$ cat config.mk
export PLATFORM = sky130hd
export DESIGN_NAME = uart_tx_frame
export DESIGN_NICKNAME = d
export VERILOG_FILES = /design/src/rtl/uart_tx_pkg.sv /design/src/rtl/uart_parity_calc.sv /design/src/rtl/uart_tx_frame.sv
export SDC_FILE = /design/constraint.sdc
export NUM_CORES = 1
export LEC_CHECK = 0
export ABC_AREA = 0
export BUFFER_PORTS_ARGS = -buffer_cell sky130_fd_sc_hd__buf_2
export CORE_UTILIZATION = 26
export CTS_BUF_LIST = sky130_fd_sc_hd__clkbuf_4 sky130_fd_sc_hd__clkbuf_8
export CTS_CLUSTER_DIAMETER = 150
export DETAILED_ROUTE_END_ITERATION = 16
export PLACE_DENSITY = 0.53
export RECOVER_POWER = 25
export SLEW_MARGIN = 30
export SYNTH_ARGS = -nofsm -noshare
export SYNTH_HDL_FRONTEND = slang
export SYNTH_HIERARCHICAL = 1
export SYNTH_SLANG_ARGS = --single-unit
$ cat constraint.sdc
create_clock -name CLK -period 5.9 [get_ports CLK]
set_input_delay 0.295 -clock CLK [delete_from_list [all_inputs] [get_ports CLK]]
set_output_delay 0.295 -clock CLK [all_outputs]
set_load 0.005 [all_outputs]
$ cat src/rtl/uart_tx_pkg.sv
// Shared types and line-level constants for the UART transmit framer.
package uart_tx_pkg;

  typedef enum logic [2:0] {
    IDLE,
    START,
    DATA,
    PARITY,
    STOP
  } tx_state_e;

  localparam logic START_BIT = 1'b0;
  localparam logic STOP_BIT  = 1'b1;
  localparam logic IDLE_LINE = 1'b1;

  localparam logic PAR_EVEN  = 1'b0;
  localparam logic PAR_ODD   = 1'b1;

endpackage

$ cat src/rtl/uart_parity_calc.sv
// Parity bit generator: XOR-reduce of the data word, inverted for odd parity.
module uart_parity_calc
  import uart_tx_pkg::*;
#(
  parameter int DATA_WIDTH = 8
) (
  input  logic [DATA_WIDTH-1:0] i_data,
  input  logic                  i_par_typ,
  output logic                  o_parity
);

  assign o_parity = (^i_data) ^ (i_par_typ == PAR_ODD);

endmodule

$ cat src/rtl/uart_tx_frame.sv
// UART transmit framer: start, LSB-first data, optional parity, stop.
// One CLK period is one bit time; outputs are registered from next state.
module uart_tx_frame
  import uart_tx_pkg::*;
#(
  parameter int DATA_WIDTH = 8
) (
  input  logic                  CLK,
  input  logic                  Reset,
  input  logic [DATA_WIDTH-1:0] P_DATA,
  input  logic                  Data_Valid,
  input  logic                  PAR_EN,
  input  logic                  PAR_TYP,
  output logic                  TX_OUT,
  output logic                  Busy
);

  localparam int CNT_W = (DATA_WIDTH > 1) ? $clog2(DATA_WIDTH) : 1;
  localparam logic [CNT_W-1:0] LAST_BIT = CNT_W'(DATA_WIDTH - 1);

  tx_state_e             r_state;
  tx_state_e             w_next;
  logic [CNT_W-1:0]      r_cnt;
  logic [CNT_W-1:0]      w_cnt_nxt;
  logic [DATA_WIDTH-1:0] r_data;
  logic                  r_par_en;
  logic                  r_par_typ;
  logic                  w_load;
  logic                  w_parity;
  logic                  w_tx_nxt;
  logic                  w_busy_nxt;

  uart_parity_calc #(
    .DATA_WIDTH(DATA_WIDTH)
  ) u_parity (
    .i_data   (r_data),
    .i_par_typ(r_par_typ),
    .o_parity (w_parity)
  );

  always_ff @(posedge CLK or posedge Reset) begin
    if (Reset) begin
      r_state <= IDLE;
    end else begin
      r_state <= w_next;
    end
  end

  always_comb begin
    w_next    = r_state;
    w_cnt_nxt = r_cnt;
    w_load    = 1'b0;
    unique case (r_state)
      IDLE: begin
        if (Data_Valid) begin
          w_next = START;
          w_load = 1'b1;
        end
      end
      START: begin
        w_next    = DATA;
        w_cnt_nxt = '0;
      end
      DATA: begin
        if (r_cnt == LAST_BIT) begin
          w_next    = r_par_en ? PARITY : STOP;
          w_cnt_nxt = '0;
        end else begin
          w_cnt_nxt = r_cnt + 1'b1;
        end
      end
      PARITY: w_next = STOP;
      STOP:   w_next = IDLE;
      default: begin
        w_next    = IDLE;
        w_cnt_nxt = '0;
      end
    endcase

    // Line value for the state being entered on this edge.
    w_tx_nxt = IDLE_LINE;
    unique case (w_next)
      IDLE:    w_tx_nxt = IDLE_LINE;
      START:   w_tx_nxt = START_BIT;
      DATA:    w_tx_nxt = r_data[w_cnt_nxt];
      PARITY:  w_tx_nxt = w_parity;
      STOP:    w_tx_nxt = STOP_BIT;
      default: w_tx_nxt = IDLE_LINE;
    endcase
    w_busy_nxt = (w_next != IDLE);
  end

  always_ff @(posedge CLK or posedge Reset) begin
    if (Reset) begin
      r_cnt     <= '0;
      r_data    <= '0;
      r_par_en  <= 1'b0;
      r_par_typ <= 1'b0;
      TX_OUT    <= IDLE_LINE;
      Busy      <= 1'b0;
    end else begin
      r_cnt  <= w_cnt_nxt;
      TX_OUT <= w_tx_nxt;
      Busy   <= w_busy_nxt;
      if (w_load) begin
        r_data    <= P_DATA;
        r_par_en  <= PAR_EN;
        r_par_typ <= PAR_TYP;
      end
    end
  end

endmodule

Word-level counts from Yosys, hierarchy flattened
Cells that the tools add are included.
{"block": "totals", "mem_count": 0, "rom_bits": 0, "output_inout_bits": 2, "input_bits": 13, "ramBits": 0, "regBits": 18, "latch_bits": 0}
{"block": "classes", "eq_ne": 8, "reduce_logical": 4, "n_mul": 0, "div_mod_pow": 0, "bitwise": 1, "n_lt_le_gt_ge": 1, "n_shift": 0, "n_addsub": 1, "n_mux": 11}
{"cell": "$eq 3x2->1 const B", "n": 4}
{"cell": "$mux 3", "n": 4}
{"cell": "$pmux 3 s4", "n": 1}
{"cell": "$reduce_xor 8->1", "n": 1}
{"cell": "$eq 3x1->1 const B", "n": 2}
{"cell": "$eq 3x3->1 const B", "n": 2}
{"cell": "$pmux 3 s2", "n": 1}
{"cell": "$lt 3x4->1 const B", "n": 1}
{"cell": "$add 3x1->3 const B", "n": 1}
{"cell": "$bmux 1 s3", "n": 1}
{"cell": "$logic_not 3->1", "n": 1}
{"cell": "$mux 1", "n": 3}
{"cell": "$pmux 1 s3", "n": 1}
{"cell": "$reduce_bool 3->1", "n": 1}
{"cell": "$reduce_or 3->1", "n": 1}
{"cell": "$xor 1x1->1", "n": 1}

Logic depth before layout (Yosys ltp)
{"block": "depth", "word_depth": 6, "ltp_mapped": 8, "ltp_nobuf": 8}

Cells and area by module
Netlist, hierarchy kept.
{"mod": "uart_tx_frame", "area_each_um2": 932.1, "seq_area_each_um2": 451.7, "cells_per_inst": 77, "n_inst": 1}
{"mod": "uart_parity_calc", "area_each_um2": 82.6, "seq_area_each_um2": 0.0, "cells_per_inst": 7, "n_inst": 1}

Worst setup path after synthesis
No wires, ideal clock.
{"block": "synth_path", "kind": "reg2reg", "start": "register r_cnt[0]", "end": "register TX_OUT", "path_slack_ns": 4.011, "setup_ns": 0.086, "n_path_buf": 0, "period_less_slack_ns": 1.889, "t_arrival_ns": 1.803, "path_stages_with_launch": 8, "path_cell_list": "dfrtp_1 -> ha_1 -> ha_1 -> nor4_4 -> nor2_2 -> mux2_4 -> o2111ai_2 -> nand3_1"}
{"block": "synth_between", "elab_chain_cells": 6, "word_cells_on_any_way": 12}
{"element": "from (decl)", "line": "uart_tx_frame.sv:23", "source": "logic [CNT_W-1:0] r_cnt;"}
{"element": "from (signal assigned)", "line": "uart_tx_frame.sv:102", "source": "r_cnt <= w_cnt_nxt;"}
{"element": "$add 3x1->3 / $eq 3x3->1 (equally long branches)", "line": "uart_tx_frame.sv:69, uart_tx_frame.sv:65"}
{"element": "$mux 3", "line": "uart_tx_frame.sv:65", "source": "if (r_cnt == LAST_BIT) begin"}
{"element": "$pmux 3 s2", "line": "uart_tx_frame.sv:53", "source": "unique case (r_state)"}
{"element": "$bmux 1 s3", "line": "uart_tx_frame.sv:85", "source": "DATA: w_tx_nxt = r_data[w_cnt_nxt];"}
{"element": "$mux 1 (implied by the code)", "line": "uart_tx_frame.sv:85"}
{"element": "$pmux 1 s3 (*)", "line": "uart_tx_frame.sv:82", "source": "unique case (w_next)"}
{"element": "net w_tx_nxt", "line": "uart_tx_frame.sv:30", "source": "logic w_tx_nxt;"}
{"element": "to (signal assigned)", "line": "uart_tx_frame.sv:103", "source": "TX_OUT <= w_tx_nxt;"}
{"element": "to (decl)", "line": "uart_tx_frame.sv:14", "source": "output logic TX_OUT,"}
The timed path passes the listed nets; every way through them passes the cells marked *. The select of a mux whose other input is x is not followed.
A chain may end at the register's enable or synchronous reset.

Final worst setup path
Same ends and word-level chain as after synthesis.

==> summary.md <==
| Metric | Value |
|---|---|
| Clk sinks | `18` |
| Post-cts resize count | `0` |
| Final Skew | `0.00374 ns` |
| Crit path launch type | `register` |
| Place WS | `about 3.8 ns` |
| Cell area after synthesis | `0.00101 mm2` |
| Pwr dens | `about 600 mW/mm2` |
| First-pass GRT wire length | `between 3 and 4 mm` |
| Arrival time at the worst endpoint | `between 2 and 2.5 ns` |
| Critical path fanouts, max | `5` |
| DRC viols | `0` |
| Total grt overflow | `0` |
| Synth top area cells | `dfrtp_1 42%, mux2_2 11%, xnor2_1 3.5%, dfstp_2 2.6%, ha_1 2.5%` |
| Synth Net Count | `slightly below 100` |
| Async S/R FF share, synth | `100%` |
| Final net count | `116` |
| Sequential share of power | `between 30% and 40%` |
| Reg2reg setup slack | `3.82 ns` |
| Tmin final | `about 2.1 ns` |
| Register-to-Register Path Depth | `7` |
| Die footprint | `0.00416 mm2` |
| Setup Viol. Count Final | `0` |
| Clock Power Share | `between 10% and 20%` |
| RR Startpoint | `r_cnt[0]` |
| Initial Util | `about 28%` |
| Drt total wl | `~1.8 mm` |
| Unique cell type count in the Yosys netlist | `40` |
| Hold Crit Class | `in2async` |
| Psw | `around 0.27 mW` |
| Cell internal pwr | `roughly 0.45 mW` |
| Sw Ratio | `between 30% and 40%` |
| Pin count of the biggest net entering global routing | `19` |
| Synthesized area per cell | `about 12 um2` |
| CTS tree | `done` |
| Hold Fails Final Rpt | `0` |
| LEAKAGE | `approximately 0.51 nW` |
| Setup TNS | `0 ns` |
| Slew Limit Fails | `0` |
| Routed Antenna Nets | `0` |
| Required time of the critical path | `between 6 and 7 ns` |
| Maximum clock rate | `480 MHz` |
| Clk buf depth | `2` |
| Wire length per cell | `roughly 12 um` |
| Crit. End Element | `register` |
| Ant. Diodes | `0` |
| Min Hold Slack | `approximately 0.14 ns` |
| GRT Total Usage | `9.51%` |
| Synth area leader | `dfrtp_1` |
| Die W | `around 64 um` |
| Measured slew at the worst slew-check pin | `0.685 ns` |
| Comb pwr share | `a little over half` |
| Sequential fraction of the synthesis area | `44.5%` |
| DRT iter0 DRCs | `5` |
| Post-synth top area share | `around two fifths` |
| H-tree levels | `1` |
| Area Overhead vs Synth | `17.5%` |
| Routability congestion estimate from global placement | `between 0.7 and 0.8` |
| Initial antenna violation count | `0` |
| Root Driver | `clkbuf_8` |
| Clock slew at reported path FFs | `~0.07 ns` |
| Mapped Cells | `84` |
| Post-synth EDFFs | `0` |
| Most common cell after layout, fill and taps aside | `dfrtp_1` |
| WS Path Type | `reg2reg` |
| Num CTS Buffers | `3` |
| Commonest non-fill, non-tap cells in the layout | `17 x dfrtp_1, 14 x buf_2, 10 x mux2_2` |
| YS warnings | `6` |
| Core ar. | `roughly 0.0037 mm2` |
| Ys flop type | `dfrtp_1` |
| Vias/cell | `around 4.5` |
| # IOs | `15` |
| Fin worst setup slack | `between 3 and 4 ns` |
| Post-route clock period utilization | `a little over a third` |
| RSZ-0062 raised after global routing | `no` |
| Filler cells | `slightly above 400` |
| Worst-skew pair later-pin latency | `0.25 ns` |
| Status | `finished clean` |
| Relative slew slack | `a little over half` |
| Detailed Routing Iterations Pass 1 | `4` |
| Critical R2R Capture | `TX_OUT` |
| Port buffer count | `14` |
| Synth Register Bits | `18` |
| Post CTS Setup Buffer Count | `0` |
| Critical Path End | `TX_OUT` |
| DIE HEIGHT | `~64 um` |
| Worst setup path start | `r_cnt[0]` |
| Cts hold-fix bufs | `0` |
| DR vias | `665` |
| # Max-Cap Violations | `0` |
| Final Power | `between 0.7 and 0.8 mW` |
| Maximum VDD drop | `~0.00028 V` |
| Vias in the first global route | `between 700 and 800` |
| Row cnt | `22` |
| Layout cell share with drive strength beyond 1 | `between 40 and 50%` |
| DP HPWL | `about 1.4 mm` |
## final cells by class
cell class	count	area (um2)	area share, %
Clock buffer	4	48.8	4.09
Tap cell	48	60.1	5.04
Timing Repair Buffer	14	70.1	5.88
Multi-Input combinational cell	60	547	45.9
Inverter	4	15.0	1.26
Sequential cell	18	452	37.9
## worst max-delay path, stage by stage (launching register included)
cell	delay (ns)
dfrtp_1	0.45
ha_1	0.24
ha_1	0.26
nor4_4	0.37
nor2_2	0.11
mux2_4	0.31
o2111ai_2	0.16
nand3_1	0.11
## layer usage
metal  wire length (um)  GRT usage [%]  vias to the layer above
met5                  0              0                        -
met4                 17           4.17                        0
li1                   -              -                      328
met1                793           11.4                      327
met2                902           17.0                        8
met3                 36           1.06                        2
## sequential cells by signal, indices dropped and copies added (netlist names)
register / cells
r_cnt: 3
r_data: 8
Busy: 1
r_par_typ: 1
r_par_en: 1
TX_OUT: 1
r_state: 3
## power by group through the flow
stage	Combinational [mW]	Sequential, mW	Clock [mW]
after global routing	0.417	0.261	0.0994
after detailed placement	0.384	0.254	0
after CTS	0.385	0.252	0.0956
after floorplan	0.332	0.232	0
after global placement	0.372	0.250	0
final	0.379	0.251	0.0912
## Yosys cell counts (2+ instances only)
| library cell | number |
|---|---|
| nor2b_1 | 2 |
| inv_1 | 4 |
| xnor2_1 | 4 |
| dfrtp_1 | 17 |
| nand2_1 | 6 |
| o21ai_2 | 2 |
| ha_1 | 2 |
| mux2_2 | 10 |
| nor2_1 | 3 |
| o21ai_0 | 3 |
| nand3_1 | 2 |
## metrics by stage
stage	instance area [um2]	instances	utilization (%)
5_1_grt	1190	148	32.3
3_3_place_gp	1130	144	30.8
6_report	1190	148	32.3
4_1_cts	1190	148	32.3
2_1_floorplan	1010	84	-
3_5_place_dp	1140	144	31.0
## worst min path at each step
stage          start        end  slack (ns)  depth (start not counted)
2_1_floorplan  Reset       Busy        0.23                          1
3_3_place_gp   Reset  r_par_typ        0.41                          2
3_5_place_dp   Reset  r_par_typ        0.44                          2
4_1_cts        Reset  r_par_typ        0.16                          2
5_1_grt        Reset  r_par_typ        0.20                          2
6_report       Reset  r_par_typ        0.14                          2
## cell families (layout without fill, tap and decap cells)
logic type	Yosys count	in the layout	synth area share (%)
AOI/OAI and AO/OA	14	14	11.7
DFF	18	18	44.5
xor gates and xnor gates	7	7	8.14
buffers and inverters	6	22	3.08
muxes	12	12	13.6
and+or+nand+nor	25	25	16.5
adders and majority gates	2	2	2.47
Note: power is estimated with default switching activity, not from simulation.
